### config.mk
export PLATFORM = sky130hd
export DESIGN_NAME = set_replace_ctrl
export DESIGN_NICKNAME = d
export VERILOG_FILES = /design/src/rtl/set_replace_ctrl.sv
export SDC_FILE = /design/constraint.sdc
export NUM_CORES = 1
export LEC_CHECK = 0
export CAP_MARGIN = 20
export CORE_ASPECT_RATIO = 0.5
export CORE_MARGIN = 4
export CORE_UTILIZATION = 40
export CTS_CLUSTER_DIAMETER = 80
export DETAILED_ROUTE_END_ITERATION = 6
export GPL_TIMING_DRIVEN = 0
export PLACE_DENSITY = 0.83
export SLEW_MARGIN = 30
export SYNTH_ARGS = -nofsm -noshare
export SYNTH_HDL_FRONTEND = slang
export SYNTH_SLANG_ARGS = --single-unit
### constraint.sdc
create_clock -name i_clk -period 6.4 [get_ports i_clk]
set_input_delay 1.28 -clock i_clk [delete_from_list [all_inputs] [get_ports i_clk]]
set_output_delay 1.28 -clock i_clk [all_outputs]
set_load 0.01 [all_outputs]
### src/rtl/set_replace_ctrl.sv
// ---------------------------------------------------------------------------
// set_replace_ctrl
//   Hit detection and victim selection for one set of a set-associative
//   cache. Supports LRU, LFU (saturating counters with aging) and FIFO
//   replacement, selectable at run time. Invalid ways are always filled first.
//
// Ports
//   i_clk, i_reset      clock, asynchronous active-high reset
//   i_en                lookup valid; policy update commits at posedge
//   i_fill              refill of o_victim_way completes this cycle
//   i_mode              0=LRU 1=LFU 2=FIFO 3=LRU
//   i_wen               store request, routed to o_line_wen
//   i_addr_tag          lookup tag
//   i_line_tag/valid/dirty/data   per-way tag, valid, dirty, data (way i at
//                       slice i of each packed bus)
//   o_hit, o_hit_way    hit flag and lowest matching way
//   o_victim_way        way to replace
//   o_dirty, o_read_data, o_replace_tag   fields of hit way, else victim way
//   o_line_wen          one-hot write enable
// ---------------------------------------------------------------------------
module set_replace_ctrl #(
   parameter int TAG_WIDTH  = 8,
   parameter int DATA_WIDTH = 32,
   parameter int LINES      = 4,
   parameter int CNT_WIDTH  = 4,
   parameter int WAY_W      = $clog2(LINES)
) (
   input  logic                        i_clk,
   input  logic                        i_reset,
   input  logic                        i_en,
   input  logic                        i_fill,
   input  logic [1:0]                  i_mode,
   input  logic                        i_wen,
   input  logic [TAG_WIDTH-1:0]        i_addr_tag,
   input  logic [LINES*TAG_WIDTH-1:0]  i_line_tag,
   input  logic [LINES-1:0]            i_line_valid,
   input  logic [LINES-1:0]            i_line_dirty,
   input  logic [LINES*DATA_WIDTH-1:0] i_line_data,
   output logic                        o_hit,
   output logic                        o_dirty,
   output logic [WAY_W-1:0]            o_hit_way,
   output logic [WAY_W-1:0]            o_victim_way,
   output logic [LINES-1:0]            o_line_wen,
   output logic [DATA_WIDTH-1:0]       o_read_data,
   output logic [TAG_WIDTH-1:0]        o_replace_tag
);

   localparam logic [1:0] MODE_LFU  = 2'd1;
   localparam logic [1:0] MODE_FIFO = 2'd2;
   localparam logic [CNT_WIDTH-1:0] CNT_MAX  = '1;
   // Value of the hit way after aging: halved maximum plus the hit itself.
   localparam logic [CNT_WIDTH-1:0] CNT_AGED = (CNT_MAX >> 1) + 1'b1;

   logic [CNT_WIDTH-1:0] r_cnt [LINES];
   logic [WAY_W-1:0]     r_fifo_ptr;
   logic [1:0]           r_mode_q;

   logic [CNT_WIDTH-1:0] w_cnt_next [LINES];
   logic [WAY_W-1:0]     w_fifo_ptr_next;
   logic [1:0]           w_mode_next;

   logic                 w_hit;
   logic [WAY_W-1:0]     w_hit_way;
   logic [WAY_W-1:0]     w_inv_way;
   logic [WAY_W-1:0]     w_max_way;
   logic [WAY_W-1:0]     w_min_way;
   logic [WAY_W-1:0]     w_victim_way;
   logic [WAY_W-1:0]     w_sel_way;
   logic [CNT_WIDTH-1:0] w_max_cnt;
   logic [CNT_WIDTH-1:0] w_min_cnt;

   function automatic logic [CNT_WIDTH-1:0] sat_inc(input logic [CNT_WIDTH-1:0] c);
      return (c == CNT_MAX) ? c : c + 1'b1;
   endfunction

   // Hit / invalid search: scanning downward leaves the lowest index.
   always_comb begin
      w_hit     = 1'b0;
      w_hit_way = '0;
      w_inv_way = '0;
      for (int i = LINES - 1; i >= 0; i--) begin
         if (i_line_valid[i] && (i_line_tag[i*TAG_WIDTH +: TAG_WIDTH] == i_addr_tag)) begin
            w_hit     = 1'b1;
            w_hit_way = WAY_W'(i);
         end
         if (!i_line_valid[i])
            w_inv_way = WAY_W'(i);
      end
   end

   // Max/min search: strict compares on an upward scan keep the lowest index on ties.
   always_comb begin
      w_max_cnt = r_cnt[0];
      w_min_cnt = r_cnt[0];
      w_max_way = '0;
      w_min_way = '0;
      for (int i = 1; i < LINES; i++) begin
         if (r_cnt[i] > w_max_cnt) begin
            w_max_cnt = r_cnt[i];
            w_max_way = WAY_W'(i);
         end
         if (r_cnt[i] < w_min_cnt) begin
            w_min_cnt = r_cnt[i];
            w_min_way = WAY_W'(i);
         end
      end
   end

   always_comb begin
      if (!(&i_line_valid))
         w_victim_way = w_inv_way;
      else begin
         case (r_mode_q)
            MODE_LFU:  w_victim_way = w_min_way;
            MODE_FIFO: w_victim_way = r_fifo_ptr;
            default:   w_victim_way = w_max_way;
         endcase
      end
   end

   assign w_sel_way     = w_hit ? w_hit_way : w_victim_way;
   assign o_hit         = w_hit;
   assign o_hit_way     = w_hit_way;
   assign o_victim_way  = w_victim_way;
   assign o_dirty       = i_line_dirty[w_sel_way];
   assign o_read_data   = i_line_data[w_sel_way*DATA_WIDTH +: DATA_WIDTH];
   assign o_replace_tag = i_line_tag[w_sel_way*TAG_WIDTH +: TAG_WIDTH];
   assign o_line_wen    = i_wen ? (LINES'(1) << w_sel_way) : '0;

   // Policy update. Mode change outranks fill, which outranks a lookup hit.
   always_comb begin
      w_cnt_next      = r_cnt;
      w_fifo_ptr_next = r_fifo_ptr;
      w_mode_next     = r_mode_q;
      if (i_mode != r_mode_q) begin
         for (int i = 0; i < LINES; i++)
            w_cnt_next[i] = '0;
         w_fifo_ptr_next = '0;
         w_mode_next     = i_mode;
      end else if (i_fill) begin
         case (r_mode_q)
            MODE_LFU:  w_cnt_next[w_victim_way] = CNT_WIDTH'(1);
            MODE_FIFO: w_fifo_ptr_next = r_fifo_ptr + 1'b1;  // LINES is 2^WAY_W, wraps naturally
            default: begin
               for (int i = 0; i < LINES; i++)
                  w_cnt_next[i] = (WAY_W'(i) == w_victim_way) ? '0 : sat_inc(r_cnt[i]);
            end
         endcase
      end else if (i_en && w_hit) begin
         case (r_mode_q)
            MODE_LFU: begin
               if (r_cnt[w_hit_way] == CNT_MAX) begin
                  for (int i = 0; i < LINES; i++)
                     w_cnt_next[i] = r_cnt[i] >> 1;
                  w_cnt_next[w_hit_way] = CNT_AGED;
               end else
                  w_cnt_next[w_hit_way] = r_cnt[w_hit_way] + 1'b1;
            end
            MODE_FIFO: ;
            default: begin
               for (int i = 0; i < LINES; i++) begin
                  if (WAY_W'(i) == w_hit_way)
                     w_cnt_next[i] = '0;
                  else if (i_line_valid[i])
                     w_cnt_next[i] = sat_inc(r_cnt[i]);
               end
            end
         endcase
      end
   end

   always_ff @(posedge i_clk or posedge i_reset) begin
      if (i_reset) begin
         for (int i = 0; i < LINES; i++)
            r_cnt[i] <= '0;
         r_fifo_ptr <= '0;
         r_mode_q   <= '0;
      end else begin
         r_cnt      <= w_cnt_next;
         r_fifo_ptr <= w_fifo_ptr_next;
         r_mode_q   <= w_mode_next;
      end
   end

endmodule

==> results of run 1 <==
## how the worst max path moves through the flow
stage               startpoint  slack, ns               to  cells after the start
floorplan            r_cnt[15]       0.02    o_line_wen[1]                     24
global placement     r_cnt[15]      -1.54   o_read_data[6]                     25
detailed placement   r_cnt[15]      -1.62   o_read_data[6]                     25
CTS                  r_cnt[15]      -0.10  o_read_data[21]                     29
global route         r_cnt[15]      -0.49  o_read_data[19]                     25
finish               r_cnt[15]      -0.41  o_read_data[19]                     29
## repair_timing
item,in CTS,in global routing
setup buffers,29,4
resized for setup,282,33
gates cloned,2,5
hold buffers,0,0
setup endpoints to repair,47,47
pin swaps,23,12
## critical path: cells and delay by family (launching register included)
family	cells	cell delay [ns]
AOI/OAI and AO/OA	11	1.89
buffers and inverters	8	1.16
adders and majority gates	3	0.96
and+or+nand+nor	5	0.52
DFF	1	0.39
muxes	2	0.35
## routing by layer
layer	track usage, %	routed length, um	vias up
li1	-	-	3073
met1	38.3	9770	3229
met3	4.95	2550	73
met4	9.06	741	2
met5	0	13	-
met2	55.6	12200	407
## registers in the layout, indices dropped and copies added (netlist names)
register and count:
r_mode_q 2, r_cnt 16, r_fifo_ptr 2
## Yosys cell counts (6+ instances only)
cell type,count,area (um^2)
and3_1,9,56.3
nor2b_1,7,43.8
nor2_1,36,135
mux2i_1,131,1310
ha_1,27,338
o211ai_1,8,60.1
nand3_1,26,130
o31ai_1,8,60.1
nand4_1,16,100
inv_1,22,82.6
clkbuf_1,26,97.6
nor3_1,26,130
a32o_1,6,60.1
xnor2_1,23,201
a31oi_1,13,81.3
xor2_1,16,140
o21ai_0,20,100
a21oi_1,36,180
nand2_1,43,161
dfrtp_1,20,500
or3_1,6,37.5
buf_2,13,65.1
## per-stage QoR
stage / hold WS [ns] / power, uW / instances / setup WS (ns)
floorplan: 0.505 / 594 / 659 / 0.0234
global placement: 0.525 / 903 / 1059 / -1.54
detailed placement: 0.535 / 922 / 1059 / -1.62
finish: 0.554 / 1350 / 1100 / -0.408
global route: 0.560 / 1400 / 1100 / -0.489
CTS: 0.549 / 1220 / 1092 / -0.104
## cell type report
type | count | area, um^2 | share of cell area [%]
timing repair buffer | 269 | 2510 | 29.5
clock inverter | 1 | 30.0 | 0.353
clock buffer | 3 | 75.1 | 0.883
tap | 170 | 213 | 2.50
sequential | 20 | 503 | 5.91
inverter | 22 | 93.8 | 1.10
buffer | 45 | 369 | 4.34
multi-input combinational | 570 | 4710 | 55.4
## cell families (layout without fill, tap and decap cells)
logic type      count (synthesis)  count (layout)
fa+ha+maj                      27              27
simple gates                  212             212
xor+xnor                       39              39
buf+inv                        69             340
compound gates                159             159
mux                           133             133
flops                          20              20
## where the power goes
| part | internal, uW | switching (uW) | leakage (uW) |
|---|---|---|---|
| clock network | 125 | 59.4 | 0.0000511 |
| registers | 136 | 21.5 | 0.000265 |
| logic | 509 | 497 | 0.00332 |
==> results by group, run 1 <==
Clock network
  – CTS H-tree lvls: 1
  – TritonCTS clock tree: done
  – Clock latency on the worst-skew pair: 0.26 ns
  – Clk buf depth: 2
  – Clock sink total: 20
  – Clock-pin slew on the worst setup and hold paths: around 0.07 ns
  – Root buffer cell: clkbuf_16
  – Num CTS Buffers: 3

Place
  – DP Area: between 0.007 and 0.008 mm^2
  – HPWL after detailed placement: about 19 mm
  – Port Buffer Count: 230
  – GP Congestion: about 1

Min path
  – Hold_sp: r_fifo_ptr[1]
  – Type of the most critical hold path: flop to flop
  – Hold EP: r_fifo_ptr[1]
  – Hold Path Cell Cnt: 2

Floorplanning
  – Core box area: approximately 0.013 mm^2
  – Ports: roughly 230
  – Row cnt: 29
  – Initial Util: about two fifths
  – Die Ht: about 90 um
  – Die W: between 150 and 200 um
  – Die ar.: roughly 0.015 mm^2

Status
  – Status: finished, violations left
  – Failing checks: setup timing

Timing
  – Measured slew at the worst slew-check pin: 0.870 ns
  – Min Clock Period, post-route: 6.81 ns
  – Final WS setup: -0.408 ns
  – Fmax: about 150 MHz
  – RSZ-0062 raised after global routing: true
  – Max_slew headroom: around two fifths
  – Final Setup Violations: 45
  – Max-slew violations: 0
  – Final Hold Fails: 0
  – Max Clock Skew: 0.00415 ns
  – TNS Setup: -14.20 ns
  – Final period util: 106%

Setup path
  – Kind of start point of the critical path: flop
  – Crit path DAT: ~5.5 ns
  – Crit end category: output port
  – Worst Path Max Fanout: 6
  – Reg2reg path depth: 27
  – CP Class: flop to output port
  – R2R setup slack: about 0.93 ns
  – CP Data Required Time: between 5 and 6 ns
  – CP max stage cell: dfrtp_1
  – R2r startpoint: r_cnt[15]
  – Worst r2r dst: r_cnt[9]
  – Max incr delay on CP: approximately 0.4 ns

Power and ir drop
  – Pwr dens: 158 mW/mm^2
  – LEAKAGE: approximately 0.0036 uW
  – Worst VDD drop: between 0.0001 and 0.00015 V

Synth
  – Synthesized area: about 0.0052 mm^2
  – Distinct cells, synth: between 80 and 90
  – Yosys reg bits: 20
  – Post-synth EDFFs: 0
  – Syn_nets: slightly below 900
  – Largest family of logic cells by synthesized area: multiplexers
  – Post-Syn Instances: approximately 660
  – Avg Inst Size Synth: just under 8 um^2
  – Adder and majority gate portion of the synthesized area: ~6.5%
  – Post-synthesis mux area share: between 20% and 30%
  – XOR/XNOR Fraction of Synth Area: under 10%
  – Simple-gate area share of the yosys netlist: about 22%
  – Top_reg_cell synth: dfrtp_1
  – Warnings, synthesis: 0
  – Sequential share of the synthesized area: around a tenth
  – Complex-gate fraction of the synthesized area: 23.6%
  – Async set-or-reset flop fraction in the synthesized netlist: 100%

Final layout
  – Commonest non-fill, non-tap cell in the layout: clkdlybuf4s50_1
  – P&R area growth vs syn: 62.7%
  – Layout net count: roughly 1.1k
  – Cell area after layout: 0.00851 mm^2
  – N_diodes: 0
  – Fillers: around 1.0k
  – Utilization after layout: roughly two thirds
  – Commonest non-fill, non-tap cells in the layout: 183 x clkdlybuf4s50_1, 120 x mux2i_1, 46 x buf_2
  – Layout cell share with drive strength beyond 1: 20.4%

GRT
  – Largest net degree at the start of global routing: 21
  – Vias in the first global route: 6611
  – First-pass GRT wire length: between 30 and 40 mm
  – Grt ovf: 0
  – Antenna violations before repair: 1
  – Total global routing track utilization: between 30% and 40%

Route
  – Post-route ant nets: 0
  – Drt initial violations: approximately 1.0k
  – DRC viols: 0
  – Avg WL per Cell: approximately 23 um
  – Pre-antenna DRT Iters: 6
  – Routed wire length: ~25 mm
  – Via density per instance: ~6
  – Vias: 6784

Run
  – Max-cap violations: 0
Power figures use the tool's default switching activity.
==> run 2: changes to the inputs <==
--- a/config.mk
+++ b/config.mk
@@ -13,6 +13,7 @@
 export DETAILED_ROUTE_END_ITERATION = 6
 export GPL_TIMING_DRIVEN = 0
 export PLACE_DENSITY = 0.83
+export SKIP_CTS_REPAIR_TIMING = 1
 export SLEW_MARGIN = 30
 export SYNTH_ARGS = -nofsm -noshare
 export SYNTH_HDL_FRONTEND = slang
==> constraint.sdc (replaced) <==
create_clock -name i_clk -period 6.2 [get_ports i_clk]
set_input_delay 1.24 -clock i_clk [delete_from_list [all_inputs] [get_ports i_clk]]
set_output_delay 1.24 -clock i_clk [all_outputs]
set_load 0.01 [all_outputs]
==> run 2 against run 1 <==
Global-route usage fell by 1.7 points. The run still ends with setup timing left. Final cell count barely moved. Register-to-register slack worse by 0.20 ns. Flip-flop and latch count did not move. Total power decreased by 5.0%. Cell area fell by 0.62%. Sequential share of layout area about the same. Core utilization shrank 0.41 points.
==> results by group, run 2 (synthesis gave the netlist of run 1 again) <==
Floorplanning
  – Core box area: 0.0127 mm^2 (unchanged)
  – Initial Util: 41.0% (unchanged)
  – Die W: 170 um (unchanged)
  – Ports: 233 (unchanged)
  – Die Ht: 88.8 um (unchanged)
  – Row cnt: 29 (unchanged)
  – Die ar.: 0.0151 mm^2 (unchanged)

Status
  – Status: finished, violations left (unchanged)
  – Failing checks: setup timing (unchanged)

Final layout
  – FF/Latch Area: 503 um^2 (unchanged)
  – Layout net count: 1143 (was 1141)
  – Register bank with the most flops: r_cnt (unchanged)
  – Layout cell share with drive strength beyond 1: 20.5% (was 20.4%)
  – Multi-input logic area: 0.00467 mm^2 (was 0.00471 mm^2)
  – P&R area growth vs syn: 61.7% (was 62.7%)
  – Fillers: 1044 (was 1021)
  – N_diodes: 0 (unchanged)
  – Top flop regs: r_cnt (16), r_fifo_ptr (2), r_mode_q (2) (unchanged)
  – Commonest non-fill, non-tap cell in the layout: clkdlybuf4s50_1 (unchanged)
  – Max reg flops: 16 (unchanged)
  – Non-filler cells, final: 1101 (was 1100)
  – Commonest non-fill, non-tap cells in the layout: 184 x clkdlybuf4s50_1, 118 x mux2i_1, 42 x buf_2 (was 183 x clkdlybuf4s50_1, 120 x mux2i_1, 46 x buf_2)

GRT
  – Vias in the first global route: 6294 (was 6611)
  – First-pass GRT wire length: 34.6 mm (was 36.5 mm)
  – Antenna violations before repair: 0 (was 1)
  – Total global routing track utilization: 29.1% (was 30.7%)
  – Largest net degree at the start of global routing: 21 (unchanged)
  – Grt ovf: 0 (unchanged)

Run
  – Max-cap violations: 0 (unchanged)

Clock network
  – Num CTS Buffers: 3 (unchanged)
  – Clk buf depth: 2 (unchanged)
  – TritonCTS clock tree: done (unchanged)
  – Root buffer cell: clkbuf_16 (unchanged)
  – CTS H-tree lvls: 1 (unchanged)
  – Clock latency on the worst-skew pair: 0.26 ns (about the same)
  – Clock-pin slew on the worst setup and hold paths: 0.07 ns (about the same)
  – Clock sink total: 20 (unchanged)

Power and ir drop
  – Worst VDD drop: 0.000129 V (was 0.000131 V)
  – Pwr dens: 151 mW/mm^2 (was 158 mW/mm^2)
  – LEAKAGE: 0.00363 uW (about the same)

Route
  – DRC viols: 0 (unchanged)
  – Drt initial violations: 748 (was 1024)
  – Avg WL per Cell: 22.6 um (was 23.0 um)
  – Vias: 6741 (was 6784)
  – Via density per instance: 6.12 (was 6.17)
  – Routed wire length: 24.9 mm (was 25.3 mm)
  – Post-route ant nets: 0 (unchanged)
  – Pre-antenna DRT Iters: 6 (unchanged)

Place
  – Placed cell count: 1059 (unchanged)
  – GP Congestion: 0.958 (was 1.01)
  – HPWL after detailed placement: 19.2 mm (was 18.9 mm)
  – Port Buffer Count: 230 (unchanged)
  – Setup WS pre-CTS: -1.47 ns (was -1.62 ns)

Timing
  – Final period util: 108%
  – Measured slew at the worst slew-check pin: 0.848 ns (was 0.870 ns)
  – Final WS setup: -0.475 ns (was -0.408 ns)
  – Final Setup Violations: 46 (was 45)
  – Final Hold Fails: 0 (unchanged)
  – Min Clock Period, post-route: around 6.7 ns
  – TNS Setup: -18.65 ns (was -14.20 ns)
  – Max_slew headroom: 43.0% (was 42.0%)
  – RSZ-0062 raised after global routing: true (unchanged)
  – Max-slew violations: 0 (unchanged)
  – WHS: 0.568 ns (was 0.554 ns)
  – Max Clock Skew: 0.00597 ns (was 0.00415 ns)
  – Fmax: about 150 MHz

Setup path
  – CP Data Required Time: 4.96 ns (was 5.12 ns)
  – CP max stage cell: dfrtp_1 (unchanged)
  – R2R setup slack: 0.73 ns (was 0.93 ns)
  – Max incr delay on CP: 0.36 ns (was 0.39 ns)
  – Worst Path Max Fanout: 8 (was 6)
  – Crit path DAT: 5.43 ns (was 5.53 ns)
  – CP Class: flop to output port (unchanged)
  – Kind of start point of the critical path: flop (unchanged)
  – Crit end category: output port (unchanged)

Min path
  – Type of the most critical hold path: flop to flop (unchanged)
==> run 2: changes by cell type in the layout (fill, tap and decap cells not counted), sizes merged <==
cell,change
clkinv,+1
clkbuf,+3
clkdlybuf4s50,+1
buf,-4
clkinvlp,-1
dlymetal6s2s,+2
bufinv,-1
==> run 2: stage by stage <==
step	utilization (%)	total power, uW	area [um^2]
3_5_place_dp	60.9	952	7750
3_3_place_gp	60.9	935	7750
5_1_grt	66.4	1340	8450
6_report	66.4	1280	8450
4_1_cts	61.5	1100	7830
2_1_floorplan	-	614	5240
==> run 2: cell type report <==
cell class                      instances  area share, %
Inverter                               22           1.12
Buffer                                 47           4.38
Sequential cell                        20           5.95
Multi-Input combinational cell        570           55.3
Tap cell                              170           2.52
Clock buffer                            3          0.888
Timing Repair Buffer                  269           29.8
==> run 2: power by group <==
part | internal (uW) | total, uW | leakage (uW) | switching [uW]
Combinational | 496 | 974 | 0.00333 | 478
Clock | 85.6 | 144 | 0.0000370 | 58.0
Sequential | 141 | 162 | 0.000265 | 21.3
==> run 2: final timing paths <==
path | end | startpoint | cells past startpoint
setup / recovery | o_read_data[2] | r_cnt[15] | 28
setup reg to reg | r_cnt[9] | r_cnt[15] | 28
hold / removal | r_fifo_ptr[1] | r_fifo_ptr[1] | 2
max in group asynchronous | r_cnt[14] | i_reset | 2
hold reg to reg | r_fifo_ptr[1] | r_fifo_ptr[1] | 2
min in group asynchronous | r_cnt[9] | i_reset | 2
==> run 2: per-layer routing <==
metal	routed length (um)	global-route usage, %	part of all wire [%]	vias up
met5	0	0	0	-
met4	610	5.84	2.4	0
met3	2860	5.49	11	68
met2	11900	52.0	48	450
met1	9490	37.1	38	3162
li1	-	-	-	3061
==> run 2: worst max-delay path, delay by kind of cell (launching register included) <==
kind	cells	cell delay (ns)
flip-flops	1	0.36
AND/OR/NAND/NOR	7	0.79
AO/OA/AOI/OAI	9	1.79
adder cells (fa/ha/maj)	3	0.98
buffers and inverters	7	0.91
multiplexers	2	0.32
==> run 3: changes to the inputs <==
--- a/config.mk
+++ b/config.mk
@@ -8,11 +8,12 @@
 export CAP_MARGIN = 20
 export CORE_ASPECT_RATIO = 0.5
 export CORE_MARGIN = 4
-export CORE_UTILIZATION = 40
+export CORE_UTILIZATION = 32
 export CTS_CLUSTER_DIAMETER = 80
 export DETAILED_ROUTE_END_ITERATION = 6
 export GPL_TIMING_DRIVEN = 0
-export PLACE_DENSITY = 0.83
+export HOLD_SLACK_MARGIN = 0.15
+export PLACE_DENSITY = 0.7
 export SKIP_CTS_REPAIR_TIMING = 1
 export SLEW_MARGIN = 30
 export SYNTH_ARGS = -nofsm -noshare
==> run 3 against run 2 <==
Largest cell class unchanged. Worst hold slack improved by 0.0015 ns. Highest routed layer unchanged. The flow still finishes with violations (setup timing). First-iteration DRC count shrank 30%. Clock power grew 28%. Sequential share of layout area down 0.19 points. Die area up 23%.
==> results by group, run 3 (synthesis gave the netlist of run 1 again) <==
Final layout
  – Fillers: 1463 (was 1044)
  – Multi-input logic area: 0.00476 mm^2 (was 0.00467 mm^2)
  – Commonest non-fill, non-tap cell in the layout: clkdlybuf4s50_1 (unchanged)
  – P&R area growth vs syn: 67.2% (was 61.7%)
  – FF/Latch Area: 503 um^2 (unchanged)
  – Layout cell share with drive strength beyond 1: 23.0% (was 20.5%)
  – Register bank with the most flops: r_cnt (unchanged)
  – Top flop regs: r_cnt (16), r_fifo_ptr (2), r_mode_q (2) (unchanged)
  – Commonest non-fill, non-tap cells in the layout: 183 x clkdlybuf4s50_1, 112 x mux2i_1, 46 x buf_2 (was 184 x clkdlybuf4s50_1, 118 x mux2i_1, 42 x buf_2)
  – N_diodes: 0 (unchanged)
  – Layout net count: 1154 (was 1143)
  – Max reg flops: 16 (unchanged)

Floorplanning
  – Initial Util: 33.3% (was 41.0%)
  – Core box area: 0.0157 mm^2 (was 0.0127 mm^2)
  – Die ar.: 0.0186 mm^2 (was 0.0151 mm^2)
  – Row cnt: 32 (was 29)
  – Die W: 189 um (was 170 um)
  – Die Ht: 98.4 um (was 88.8 um)
  – Ports: 233 (unchanged)

Route
  – DRC viols: 0 (unchanged)
  – Vias: 6540 (was 6741)
  – Avg WL per Cell: 21.1 um (was 22.6 um)
  – Post-route ant nets: 0 (unchanged)
  – Drt initial violations: 523 (was 748)
  – Pre-antenna DRT Iters: 5 (was 6)
  – Routed wire length: 24.5 mm (was 24.9 mm)
  – Via density per instance: 5.62 (was 6.12)

Timing
  – Max-slew violations: 0 (unchanged)
  – RSZ-0062 raised after global routing: true (unchanged)
  – Final Setup Violations: 45 (was 46)
  – WHS: 0.569 ns (was 0.568 ns)
  – Final Hold Fails: 0 (unchanged)
  – Final period util: 108% (about the same)
  – Max_slew headroom: 34.2% (was 43.0%)
  – Fmax: 150 MHz (about the same)
  – Final WS setup: -0.485 ns (was -0.475 ns)
  – Min Clock Period, post-route: 6.68 ns (was 6.67 ns)
  – Measured slew at the worst slew-check pin: 0.977 ns (was 0.848 ns)
  – Max Clock Skew: 0.00469 ns (was 0.00597 ns)

Setup path
  – Worst Path Max Fanout: 8 (unchanged)
  – CP max stage cell: dfrtp_1 (unchanged)
  – Kind of start point of the critical path: flop (unchanged)
  – Crit-path most repeated cell: clkbuf_16
  – CP Data Required Time: 4.96 ns (about the same)
  – Crit path DAT: 5.44 ns (was 5.43 ns)
  – Worst path bufs/invs: 7 (unchanged)
  – Reg2reg path depth: 26 (was 28)
  – R2r startpoint: r_cnt[15] (unchanged)
  – R2R setup slack: 0.86 ns (was 0.73 ns)
  – Crit-path leading delay family: compound AO/OA/AOI/OAI gates (unchanged)
  – Worst r2r dst: r_cnt[11] (was r_cnt[9])
  – Crit end category: output port (unchanged)
  – Max incr delay on CP: 0.36 ns (about the same)
  – CP Class: flop to output port (unchanged)

Status
  – Status: finished, violations left (unchanged)
  – Failing checks: setup timing (unchanged)

Place
  – Setup WS pre-CTS: -1.49 ns (was -1.47 ns)
  – HPWL after detailed placement: 19.1 mm (was 19.2 mm)
  – GP Congestion: 1.00 (was 0.958)
  – Port Buffer Count: 230 (unchanged)

Min path
  – Hold_sp: r_fifo_ptr[1] (unchanged)
  – Hold EP: r_fifo_ptr[1] (unchanged)
  – Type of the most critical hold path: flop to flop (unchanged)
  – Hold Path Cell Cnt: 2 (unchanged)

GRT
  – Vias in the first global route: 6158 (was 6294)
  – Grt ovf: 0 (unchanged)
  – Antenna violations before repair: 0 (unchanged)
  – Total global routing track utilization: 23.3% (was 29.1%)
  – First-pass GRT wire length: 34.7 mm (was 34.6 mm)
  – Largest net degree at the start of global routing: 21 (unchanged)

Clock network
  – Clock sink total: 20 (unchanged)
  – Num CTS Buffers: 3 (unchanged)
  – Clock latency on the worst-skew pair: 0.26 ns (about the same)
  – TritonCTS clock tree: done (unchanged)
  – Clk buf depth: 2 (unchanged)
  – CTS H-tree lvls: 1 (unchanged)
  – Clock-pin slew on the worst setup and hold paths: 0.06 ns (was 0.07 ns)
  – Root buffer cell: clkbuf_16 (unchanged)

Run
  – Max-cap violations: 0 (unchanged)

Power and ir drop
  – LEAKAGE: 0.00370 uW (was 0.00363 uW)
  – Worst VDD drop: 0.000122 V (was 0.000129 V)
  – Pwr dens: 153 mW/mm^2 (was 151 mW/mm^2)
  – Power Total: 1340 uW (was 1280 uW)
==> run 3: cell count changes in the layout (fill, tap and decap cells not counted), sizes merged <==
| cell | before | now |
|---|---|---|
| buf | 95 | 107 |
| bufinv | 0 | 1 |
| clkbuf | 37 | 39 |
| clkdlybuf4s50 | 184 | 183 |
| clkinv | 1 | 0 |
| clkinvlp | 2 | 3 |
| dlymetal6s2s | 3 | 1 |
==> run 3: where the power goes <==
group / internal, uW / total [uW] / leakage, uW / switching [uW]
clock: 128 / 185 / 0.0000511 / 56.5
sequential: 141 / 162 / 0.000265 / 21.2
combinational: 511 / 990 / 0.00338 / 479
==> run 3: worst max-delay path by stage <==
stage | from | end | slack, ns | cells past startpoint
2_1_floorplan | r_cnt[15] | o_read_data[13] | 0.03 | 25
3_3_place_gp | r_cnt[8] | o_replace_tag[4] | -1.45 | 25
3_5_place_dp | r_cnt[8] | o_replace_tag[4] | -1.49 | 26
4_1_cts | r_cnt[15] | o_replace_tag[4] | -1.79 | 26
5_1_grt | r_cnt[15] | o_read_data[17] | -0.66 | 27
6_report | r_cnt[15] | o_read_data[18] | -0.48 | 26
==> run 3: cell type report <==
type | instances | share of cell area, %
Buffer | 46 | 4.35
Clock buffer | 3 | 0.859
Clock inverter | 1 | 0.344
Inverter | 22 | 1.10
Multi-Input combinational cell | 570 | 54.5
Sequential cell | 20 | 5.76
Tap cell | 221 | 3.17
Timing Repair Buffer | 281 | 29.9
==> run 3: layer usage <==
| layer | up-vias | GRT usage, % | routed length, um |
|---|---|---|---|
| met3 | 36 | 2.86 | 2130 |
| met1 | 3083 | 30.0 | 9770 |
| met4 | 0 | 3.75 | 382 |
| met5 | - | 0 | 0 |
| met2 | 316 | 42.5 | 12200 |
| li1 | 3105 | - | - |
==> run 3: worst reg2reg max path: cells and delay by family (launching register included) <==
| kind | cells | cell delay, ns |
|---|---|---|
| flops | 1 | 0.36 |
| fa+ha+maj | 3 | 0.81 |
| buf+inv | 5 | 0.59 |
| compound gates | 10 | 2.28 |
| mux | 1 | 0.34 |
| simple gates | 7 | 0.86 |
==> run 3: metrics by stage <==
stage	utilization (%)	setup TNS, ns	cells	instance area, um^2
floorplan	-	0	659	5240
global placement	49.8	-62.28	1110	7820
detailed placement	49.8	-63.47	1110	7820
CTS	50.5	-77.30	1114	7920
global route	55.7	-28.05	1164	8740
finish	55.7	-18.72	1164	8740
